### config.mk
export PLATFORM = sky130hd
export DESIGN_NAME = lsu_mem_if
export DESIGN_NICKNAME = d
export VERILOG_FILES = /design/src/rtl/lsu_mem_if.sv
export SDC_FILE = /design/constraint.sdc
export NUM_CORES = 1
export LEC_CHECK = 0
export CAP_MARGIN = 10
export CORE_MARGIN = 5
export CORE_UTILIZATION = 42
export DETAILED_ROUTE_END_ITERATION = 16
export PLACE_DENSITY = 0.77
export SYNTH_ARGS = -nofsm -noshare
export SYNTH_HDL_FRONTEND = slang
export SYNTH_SLANG_ARGS = --single-unit
### constraint.sdc
create_clock -name i_clk -period 2.05 [get_ports i_clk]
set_input_delay 0.41 -clock i_clk [delete_from_list [all_inputs] [get_ports i_clk]]
set_output_delay 0.41 -clock i_clk [all_outputs]
set_load 0.005 [all_outputs]
### src/rtl/lsu_mem_if.sv
// rtl/lsu_mem_if.sv - load/store unit driving a req/gnt/rvalid data-memory port
module lsu_mem_if #(
    parameter int unsigned TIMEOUT_CYC = 255
) (
    input  logic        i_clk,
    input  logic        i_rst_n,
    input  logic        i_req_vld,
    input  logic        i_mem_rw,
    input  logic [3:0]  i_load_type,
    input  logic        i_load_signed,
    input  logic [31:0] i_addr,
    input  logic [31:0] i_wdata,
    output logic        o_stall,
    output logic        o_done,
    output logic        o_err,
    output logic [31:0] o_rdata,
    output logic        o_mem_req,
    output logic        o_mem_we,
    output logic [31:0] o_mem_addr,
    output logic [3:0]  o_mem_be,
    output logic [31:0] o_mem_wdata,
    input  logic        i_mem_gnt,
    input  logic        i_mem_rvalid,
    input  logic [31:0] i_mem_rdata
);

    typedef enum logic [1:0] {S_IDLE, S_REQ, S_WAIT, S_DONE} state_t;

    localparam logic [15:0] LP_TO_LAST = 16'(TIMEOUT_CYC - 1);

    state_t      r_state;
    logic [15:0] r_cnt;
    logic [3:0]  r_type;
    logic        r_signed;
    logic [1:0]  r_off;

    logic        w_size_ok;
    logic        w_align_ok;
    logic [3:0]  w_be;
    logic [31:0] w_wdata;
    logic [15:0] w_shift;
    logic [31:0] w_load_ext;
    logic        w_timeout;

    always_comb begin
        w_size_ok = (i_load_type == 4'b0001) || (i_load_type == 4'b0011) ||
                    (i_load_type == 4'b1111);
        case (i_load_type)
            4'b0011: w_align_ok = ~i_addr[0];
            4'b1111: w_align_ok = (i_addr[1:0] == 2'b00);
            default: w_align_ok = 1'b1;
        endcase
        case (i_load_type)
            4'b0001: w_wdata = {4{i_wdata[7:0]}};
            4'b0011: w_wdata = {2{i_wdata[15:0]}};
            default: w_wdata = i_wdata;
        endcase
    end

    assign w_be      = i_load_type << i_addr[1:0];
    assign w_shift   = 16'(i_mem_rdata >> {r_off, 3'b000});
    assign w_timeout = (r_cnt == LP_TO_LAST);
    assign o_stall   = i_req_vld & ~o_done;

    // Extension uses the request's latched size/sign, not the live decoder controls.
    always_comb begin
        case (r_type)
            4'b0001: w_load_ext = {{24{r_signed & w_shift[7]}}, w_shift[7:0]};
            4'b0011: w_load_ext = {{16{r_signed & w_shift[15]}}, w_shift[15:0]};
            default: w_load_ext = i_mem_rdata;
        endcase
    end

    always_ff @(posedge i_clk or negedge i_rst_n) begin
        if (!i_rst_n) begin
            r_state     <= S_IDLE;
            r_cnt       <= 16'd0;
            r_type      <= 4'd0;
            r_signed    <= 1'b0;
            r_off       <= 2'd0;
            o_done      <= 1'b0;
            o_err       <= 1'b0;
            o_rdata     <= 32'd0;
            o_mem_req   <= 1'b0;
            o_mem_we    <= 1'b0;
            o_mem_addr  <= 32'd0;
            o_mem_be    <= 4'd0;
            o_mem_wdata <= 32'd0;
        end else begin
            o_done <= 1'b0;
            o_err  <= 1'b0;
            case (r_state)
                S_IDLE: begin
                    if (i_req_vld) begin
                        r_type      <= i_load_type;
                        r_signed    <= i_load_signed;
                        r_off       <= i_addr[1:0];
                        o_mem_we    <= i_mem_rw;
                        o_mem_addr  <= {i_addr[31:2], 2'b00};
                        o_mem_be    <= w_be;
                        o_mem_wdata <= w_wdata;
                        if (!w_size_ok || !w_align_ok) begin
                            r_state <= S_DONE;
                            o_done  <= 1'b1;
                            o_err   <= 1'b1;
                            o_rdata <= 32'd0;
                        end else begin
                            r_state   <= S_REQ;
                            o_mem_req <= 1'b1;
                            r_cnt     <= 16'd0;
                        end
                    end
                end
                S_REQ: begin
                    if (i_mem_gnt) begin
                        o_mem_req <= 1'b0;
                        if (o_mem_we || i_mem_rvalid) begin
                            r_state <= S_DONE;
                            o_done  <= 1'b1;
                            if (!o_mem_we) o_rdata <= w_load_ext;
                        end else begin
                            r_state <= S_WAIT;
                            r_cnt   <= r_cnt + 16'd1;
                        end
                    end else if (w_timeout) begin
                        r_state   <= S_DONE;
                        o_mem_req <= 1'b0;
                        o_done    <= 1'b1;
                        o_err     <= 1'b1;
                        o_rdata   <= 32'd0;
                    end else begin
                        r_cnt <= r_cnt + 16'd1;
                    end
                end
                S_WAIT: begin
                    if (i_mem_rvalid) begin
                        r_state <= S_DONE;
                        o_done  <= 1'b1;
                        o_rdata <= w_load_ext;
                    end else if (w_timeout) begin
                        r_state <= S_DONE;
                        o_done  <= 1'b1;
                        o_err   <= 1'b1;
                        o_rdata <= 32'd0;
                    end else begin
                        r_cnt <= r_cnt + 16'd1;
                    end
                end
                default: r_state <= S_IDLE;
            endcase
        end
    end

endmodule

======== Word-level counts from Yosys, hierarchy flattened ========
Index checks and enable logic that the tools add are counted.
cells by class
  add/sub/neg operators ................... 1
  equality and inequality tests ........... 16
  shifts and indexed selects .............. 2
  multiplexer cells ....................... 40
  bitwise gates (word level) .............. 5
  reductions and logical operators ........ 14
operator list
  operator                 number
  $mux W32                 7
  $pmux W32 S2             2
  $mux W16                 6
  $pmux W32 S3             1
  $pmux W16 S3             1
  $shr A32 B5 Y16          1
  $add A16 B1 Y16 const B  1
  $eq A16 B8 Y1 const B    1
  $mux W1                  13
  $ne A3 B3 Y1 const B     4
  $mux W2                  5
  $reduce_and A5 Y1        2
  $eq A4 B1 Y1 const B     2
  $eq A4 B2 Y1 const B     2
  $ne A2 B2 Y1 const B     4
  $pmux W1 S3              2
  $pmux W2 S3              1
  $eq A4 B4 Y1 const B     1
  $logic_not A2 Y1         2
  $logic_or A1 B1 Y1       4
  $pmux W1 S2              2
  $reduce_and A4 Y1        1
  $shl A4 B2 Y4            1
  $and A1 B1 Y1            3
  7 further kinds          9
storage, ports and cells
  register bits ........................... 127
  output and inout port bits .............. 105

======== Depth between registers and ports, before layout ========
Gate-level depths: netlist of the first run.
  depth after elaboration ................. 8
  gate-level depth with buffers ........... 9
  gate-level depth less buffers ........... 7

======== Worst setup path after synthesis of the first run ========
No wires, ideal clock.
  path type ............................... reg-to-reg
  from .................................... reg r_state[0]
  to ...................................... reg o_mem_addr[23]
  library setup time ...................... 0.125 ns
  arrival time ............................ 1.890 ns
  required time ........................... 1.925 ns
  path slack .............................. 0.036 ns
  cell stages (with the launch flop) ...... 7
  path buffers ............................ 2
  period minus slack after synthesis ...... 2.014 ns
  cell sequence ........................... dfrtp_1 inv_1 ha_1 nand2_1 clkbuf_1 clkbuf_1 mux2_2
between the ends
  cells in the longest elaborated chain, start to end .. 2
RTL lines
  what                                RTL line  RTL
  start, declared                     31        state_t r_state;
  start signal, assigned              76        r_state <= S_IDLE;
  start signal, assigned              103       r_state <= S_DONE;
  start signal, assigned              108       r_state <= S_REQ;
  $logic_not A2 Y1                    92        case (r_state)
  $reduce_and A2 Y1 (no source line)  n/a
  end signal, assigned                99        o_mem_addr <= {i_addr[31:2], 2'b00};
  end, declared                       19        output logic [31:0] o_mem_addr,
No other way between the ends.
A chain may end at the register's enable or synchronous reset.

======== Worst setup path after layout of the first run ========
  from .................................... in i_load_type[2]
  to ...................................... reg r_cnt[15]
between the ends
  cells in the longest elaborated chain, start to end .. 7
RTL lines
  what                                                  RTL line  RTL
  start, declared                                       9         input logic [3:0] i_load_type,
  branches (longest 4 deep; another with $eq A4 B4 Y1)  n/a
  $logic_or A1 B1 Y1 *                                  102       if (!w_size_ok || !w_align_ok) begin
  $ne A2 B2 Y1 (no source line) *                       n/a
  $reduce_and A5 Y1 (no source line) *                  n/a
  end signal, assigned                                  123       r_cnt <= r_cnt + 16'd1;
  end signal, assigned                                  132       r_cnt <= r_cnt + 16'd1;
  end signal, assigned                                  146       r_cnt <= r_cnt + 16'd1;
  end, declared                                         32        logic [15:0] r_cnt;
Every way passes the cells marked *.

==> reports/qor.txt, run 1 <==
Outcome -> complete, but fails checks
Failing checks -> hold timing
P_leak -> 4.18 nW
Final setup vio count -> 0
Global route overflow -> 0
Commonest non-fill, non-tap cell in the layout -> clkdlybuf4s50_1
I/O Pins -> 212
Fin Hold WS -> -0.00193 ns
CTS tree -> yes
Vias in the first global route -> 6260
Crit-path slowest cell -> or4b_4
Switching share of power -> 33.4%
Synthesized area -> 6440 um^2
Die Wd -> 134 um
Initial antenna violation count -> 1
Routed wire length -> 20.1 mm
Most frequent cells in the layout -> clkdlybuf4s50_1, dfrtp_1, nand2_1
Pint -> 9.27 mW
CP bufs+invs -> 2
Total power -> 13.9 mW
Top Family by Delay on Critical Path -> simple AND/OR/NAND/NOR gates
Reg2Reg Setup Slack -> 0.11 ns
Seq/Total Area, Yosys -> 49.4%
# fillers -> 1150
Final hold viol count -> 3
Area Overhead vs Synth -> 51.4%
Routed vias -> 5932
Final net count -> 969
Max-slew headroom -> 60.5%
Critical R2R Launch -> r_state[0]
Dpl hpwl -> 15.1 mm
Syn. warnings -> 0
Clock power frac -> 23.9%
Layout cells sized above 1 -> 17.2%
Final worst-path cycle share -> 97.6%
WP data required -> 2.38 ns
Max Clock Freq -> 500 MHz
Layout Utilization -> 64.6%
RR Endpoint -> o_rdata[1]
Critical path startpoint category -> input pin
Wirelength per Cell -> 19.0 um
Critical path arrival -> 2.33 ns
R2R depth -> 7
Pwr Density -> 1430 nW/um^2
Setup Total Neg Slack -> 0 ns
Ys flop type -> dfrtp_1
Max-slew violation count -> 0
CTS Buf Count -> 17
Crit path cell chain -> clkdlybuf4s50_1 -> or4b_4 -> o2111ai_4 -> and4_4 -> buf_12 -> nand3_4 -> o31ai_2
Placed insts -> 1023
Psw -> 4.65 mW
Worst Setup Path Type -> in -> reg
Syn_area_per_cell -> 10.4 um^2
CTS H-tree depth -> 4
VDD IR max -> 0.855 mV
EDFF count, synth -> 0
Core ar. -> 15100 um^2
Ys async rst share -> 100%
FP Rows -> 45
Vias per cell -> 5.61
CP endpoint kind -> flip-flop
Post-synth cell types -> 61
Routability cong. -> 0.886
RSZ-0062 raised after global routing -> true
Slew @ Worst Pin -> 0.592 ns
Clock Pin Slew Worst Setup and Hold Paths -> 0.06 ns
Max Cap Viol -> 0
Die height -> 134 um
Seq cells post-synth -> 127
Largest net degree at the start of global routing -> 49
DRT iter0 DRCs -> 355
Port bufs -> 209
Full die area -> 17900 um^2
Remaining antenna violation count -> 0
Non-Filler Instances -> 1057
Clock buffer depth -> 2
CTS root buffer -> clkbuf_16
CP Max Fanout -> 12
DRC viols -> 0
Post-layout min period -> 2.00 ns
DRT Pass-1 Iters -> 7
Clock skew -> 0.0126 ns
Synth Instances -> 621
Clock Latency Late Sink -> 0.42 ns
Logic pwr share -> 45.4%
First-pass GRT wire length -> 32.3 mm
Overall Global Routing Usage -> 22.5%
Sequential share of power -> 30.7%
Hold Crit Class -> in -> async
Clock Sinks -> 127
Initial Util -> 42.7%
CP peak stage delay -> 0.58 ns
==> metrics by stage <==
| stage | worst slack, ns | instance area, um^2 |
|---|---|---|
| after floorplan | 0.0357 | 6440 |
| after global placement | -0.421 | 9050 |
| after detailed placement | -0.515 | 9050 |
| after CTS | 0.0196 | 9710 |
| after global routing | -0.0215 | 9740 |
| final | 0.0495 | 9740 |
==> cells by family after synthesis <==
kind of cell,Yosys count,share of synthesized area (%)
AOI/OAI and AO/OA,188,18.9
and+or+nand+nor,154,12.2
DFF,127,49.4
muxes,82,13.9
buffers and inverters,62,4.20
adders and majority gates,7,1.36
other,1,0.0583
==> per-layer routing <==
metal	vias up	wire length [um]	track usage [%]	share of wire, %
met2	259	9880	37.8	49
li1	2748	-	-	-
met5	-	0	0	0
met3	41	1920	8.74	9.5
met1	2884	7750	25.6	39
met4	0	535	9.49	2.7
==> worst register-to-register path, cell delays in order (launching register included) <==
cell and delay [ns]:
dfrtp_1 0.41, inv_1 0.11, ha_2 0.34, buf_4 0.16
a21boi_0 0.30, nand3_1 0.18, buf_12 0.19, o2bb2ai_1 0.18
==> how the worst max path moves through the flow <==
| stage | from | endpoint | slack, ns | depth (start not counted) |
|---|---|---|---|---|
| finish | i_load_type[2] | r_cnt[15] | 0.05 | 7 |
| floorplan | r_state[0] | o_mem_addr[23] | 0.04 | 6 |
| global route | i_load_type[3] | r_cnt[15] | -0.02 | 7 |
| global placement | i_load_type[0] | r_cnt[8] | -0.42 | 7 |
| detailed placement | i_load_type[0] | r_cnt[15] | -0.52 | 7 |
| CTS | i_load_type[3] | r_cnt[12] | 0.02 | 7 |
==> state kept, by name, indices dropped and copies added, names as in the netlist <==
name / flops
o_rdata: 32
o_done: 1
r_signed: 1
o_mem_addr: 30
r_type: 4
o_mem_be: 4
o_mem_we: 1
r_state: 2
o_mem_wdata: 32
r_off: 2
r_cnt: 16
o_err: 1
o_mem_req: 1
==> cell usage after synthesis, types with 7 or more instances <==
cell         n  area, um^2
a21oi_1     35         175
a22o_1       7        61.3
a22oi_1      7        52.6
a31oi_1      9        56.3
clkbuf_1    29         109
dfrtp_1    127        3180
ha_1         7        87.6
inv_1       15        56.3
mux2_2      47         529
mux2i_1     34         340
nand2_1     69         259
nand3_1     16        80.1
nand3b_1     7        52.6
nand4_1      7        43.8
nor2_1      18        67.6
o21ai_0     69         345
o2bb2ai_1   28         245
==> final cells by class <==
class	instances	area (um^2)	area share, %
clock buffers	21	470	4.83
repair buffers	261	2600	26.6
clock inverters	11	176	1.81
flip-flops and latches	127	3180	32.6
multi-input cells	433	3030	31.1
well taps	188	235	2.41
diodes	1	2.50	0.0257
inverters	15	56.3	0.578
==> power by group through the flow <==
stage | Combinational (mW) | Sequential, mW | Clock [mW]
after floorplan | 2.86 | 4.20 | 0
after global placement | 6.07 | 4.22 | 0
after detailed placement | 6.27 | 4.29 | 0
after CTS | 6.33 | 4.28 | 3.35
after global routing | 6.85 | 4.42 | 3.48
final | 6.33 | 4.28 | 3.32
==> repair_timing <==
item	in CTS	in global routing
pin swaps	0	6
hold buffers	0	0
setup buffers	0	1
gates resized for setup	5	9
setup endpoints to repair	5	6
Note: power is estimated with default switching activity, not from simulation.
==> run 2: changes to the inputs <==
--- a/config.mk
+++ b/config.mk
@@ -7,9 +7,11 @@
 export LEC_CHECK = 0
 export CAP_MARGIN = 10
 export CORE_MARGIN = 5
-export CORE_UTILIZATION = 42
+export CORE_UTILIZATION = 50
 export DETAILED_ROUTE_END_ITERATION = 16
-export PLACE_DENSITY = 0.77
+export GPL_TIMING_DRIVEN = 0
+export PLACE_DENSITY = 0.86
+export REMOVE_ABC_BUFFERS = 1
 export SYNTH_ARGS = -nofsm -noshare
 export SYNTH_HDL_FRONTEND = slang
 export SYNTH_SLANG_ARGS = --single-unit
==> constraint.sdc (replaced) <==
create_clock -name i_clk -period 2.5 [get_ports i_clk]
set_input_delay 0.5 -clock i_clk [delete_from_list [all_inputs] [get_ports i_clk]]
set_output_delay 0.5 -clock i_clk [all_outputs]
set_load 0.005 [all_outputs]
==> reports/qor.txt, run 2 (synthesis results as in run 1) <==
CTS root buffer -> clkbuf_16 (unchanged)
FP Rows -> 41 (was 45)
Largest regs -> o_mem_wdata x32, o_rdata x32, o_mem_addr x30 (unchanged)
Final net count -> 924 (was 969)
Routed wire length -> 19.9 mm (was 20.1 mm)
Max-slew violation count -> 0 (unchanged)
VDD IR max -> 0.761 mV (was 0.855 mV)
Clock skew -> 0.0101 ns (was 0.0126 ns)
Setup Total Neg Slack -> 0 ns (unchanged)
Port bufs -> 209 (unchanged)
Initial Util -> 51.0% (was 42.7%)
P_leak -> 3.93 nW (was 4.18 nW)
CTS tree -> yes (unchanged)
Most frequent cells in the layout -> clkdlybuf4s50_1, dfrtp_1, o21ai_0 (was clkdlybuf4s50_1, dfrtp_1, nand2_1)
Hold Crit Class -> in -> async (unchanged)
Remaining antenna violation count -> 0 (unchanged)
Critical path arrival -> 1.91 ns (was 2.33 ns)
Fin Hold WS -> 0.0488 ns (was -0.00193 ns)
Clock Pin Slew Worst Setup and Hold Paths -> 0.06 ns (about the same)
WP data required -> 2.00 ns (was 2.38 ns)
Top Family by Delay on Critical Path -> buffers and inverters (was simple AND/OR/NAND/NOR gates)
Reg2Reg Setup Slack -> 0.18 ns (was 0.11 ns)
Crit path cell chain -> clkdlybuf4s50_1 -> inv_1 -> nor2_1 -> clkdlybuf4s50_1 (was clkdlybuf4s50_1 -> or4b_4 -> o2111ai_4 -> and4_4 -> buf_12 -> nand3_4 -> o31ai_2)
Clock buffer depth -> 2 (unchanged)
Critical R2R Launch -> r_off[1] (was r_state[0])
DRT Pass-1 Iters -> 5 (was 7)
Largest net degree at the start of global routing -> 68 (was 49)
CP endpoint kind -> primary output (was flip-flop)
Critical path's most frequent cell -> clkdlybuf4s50_1
Max Cap Viol -> 0 (unchanged)
CP bufs+invs -> 3 (was 2)
Pwr Density -> 1190 nW/um^2 (was 1430 nW/um^2)
Full die area -> 15200 um^2 (was 17900 um^2)
Max Clock Freq -> 415 MHz
Initial antenna violation count -> 0 (was 1)
Die height -> 123 um (was 134 um)
Outcome -> finished clean (was complete, but fails checks)
Final worst slack -> 0.0884 ns (was 0.0495 ns)
Worst slack at placement -> -1.88 ns (was -0.515 ns)
Die Wd -> 123 um (was 134 um)
Routability cong. -> 0.862 (was 0.886)
R2R depth -> 4 (was 7)
RSZ-0062 raised after global routing -> false (was true)
Overall Global Routing Usage -> 26.6% (was 22.5%)
Dpl hpwl -> 13.6 mm (was 15.1 mm)
CP peak stage delay -> 0.60 ns (was 0.58 ns)
CP Max Fanout -> 5 (was 12)
Post-layout min period -> 2.41 ns
Clock Sinks -> 127 (unchanged)
Final setup vio count -> 0 (unchanged)
Ant diodes -> 0 (was 1)
RR Endpoint -> o_rdata[31] (was o_rdata[1])
Global route overflow -> 0 (unchanged)
Total power -> 11.1 mW (was 13.9 mW)
Crit-path slowest cell -> clkdlybuf4s50_1 (was or4b_4)
Final hold viol count -> 0 (was 3)
Vias per cell -> 5.88 (was 5.61)
Commonest non-fill, non-tap cell in the layout -> clkdlybuf4s50_1 (unchanged)
CTS H-tree depth -> 4 (unchanged)
Vias in the first global route -> 6150 (was 6260)
Layout cells sized above 1 -> 12.9% (was 17.2%)
Routed vias -> 5855 (was 5932)
First-pass GRT wire length -> 31.5 mm (was 32.3 mm)
DRT iter0 DRCs -> 573 (was 355)
Wirelength per Cell -> 20.0 um (was 19.0 um)
Critical path startpoint category -> input pin (unchanged)
Core ar. -> 12600 um^2 (was 15100 um^2)
Worst Setup Path Type -> in -> out (was in -> reg)
Max-slew headroom -> 54.9% (was 60.5%)
I/O Pins -> 212 (unchanged)
DRC viols -> 0 (unchanged)
Slew @ Worst Pin -> 0.672 ns (was 0.592 ns)
Clock Latency Late Sink -> 0.43 ns (was 0.42 ns)
Final worst-path cycle share -> 96.5%
CTS Buf Count -> 17 (unchanged)
Area Overhead vs Synth -> 45.6% (was 51.4%)
## run 2: cell types whose count changed in the layout (fill, tap and decap cells not counted), sizes merged
| cell | before | now |
|---|---|---|
| buf | 53 | 7 |
| clkinv | 3 | 6 |
| inv | 18 | 15 |
| clkbuf | 21 | 19 |
| clkdlybuf4s50 | 205 | 207 |
| dlygate4sd2 | 2 | 0 |
| bufinv | 4 | 5 |
| clkdlybuf4s15 | 0 | 1 |
| clkinvlp | 1 | 2 |
| diode | 1 | 0 |
| dlymetal6s2s | 1 | 0 |
| nand3 | 17 | 18 |
## run 2: worst max-delay path by stage
| stage | startpoint | to | slack [ns] | depth (start not counted) |
|---|---|---|---|---|
| 2_1_floorplan | r_state[0] | o_done | -0.71 | 5 |
| 3_3_place_gp | i_rst_n | o_mem_addr[31] | -4.00 | 1 |
| 4_1_cts | i_load_type[2] | o_rdata[13] | 0.03 | 6 |
| 6_report | i_req_vld | o_stall | 0.09 | 4 |
| 5_1_grt | i_load_type[2] | r_cnt[14] | 0.00002 | 6 |
| 3_5_place_dp | i_load_type[1] | o_rdata[9] | -1.88 | 6 |
## run 2: per-stage QoR
step | instance area (um^2) | utilization (%) | cells
2_1_floorplan | 6230 | - | 575
3_3_place_gp | 8530 | 67.6 | 956
3_5_place_dp | 8620 | 68.3 | 959
4_1_cts | 9320 | 73.8 | 991
5_1_grt | 9370 | 74.3 | 995
6_report | 9370 | 74.3 | 995
## run 2: cell type report
type	count	area, um^2
Clock buffer	19	433
Multi-Input combinational cell	434	3080
Clock inverter	13	214
Inverter	15	56.3
Tap cell	172	215
Fill cell	864	3250
Timing Repair Buffer	215	2190
Sequential cell	127	3180
## run 2: worst register-to-register path, delay by kind of cell, from the launching register on
| family | cells | cell delay, ns |
|---|---|---|
| compound gates | 3 | 0.87 |
| flops | 1 | 0.71 |
| mux | 1 | 0.62 |
## run 2: where the power goes
group	internal (mW)	total, mW	switching (mW)	leakage, nW
clock	1.77	2.72	0.949	0.307
combinational	2.60	4.81	2.20	2.01
sequential	2.92	3.61	0.693	1.61
## run 2: what timing repair did
item / CTS / global route
hold buffers: 0 / 0
pin swaps: 1 / 2
setup endpoints to repair: 51 / 38
setup buffers: 0 / 2
cloned: 0 / 1
gates resized for setup: 12 / 7
## run 2: layer usage
| metal | routed length, um | track usage, % | vias up |
|---|---|---|---|
| met5 | 0 | 0 | - |
| met4 | 373 | 9.55 | 0 |
| met3 | 2340 | 11.4 | 37 |
| met2 | 9950 | 45.3 | 315 |
| met1 | 7250 | 29.8 | 2839 |
| li1 | - | - | 2664 |
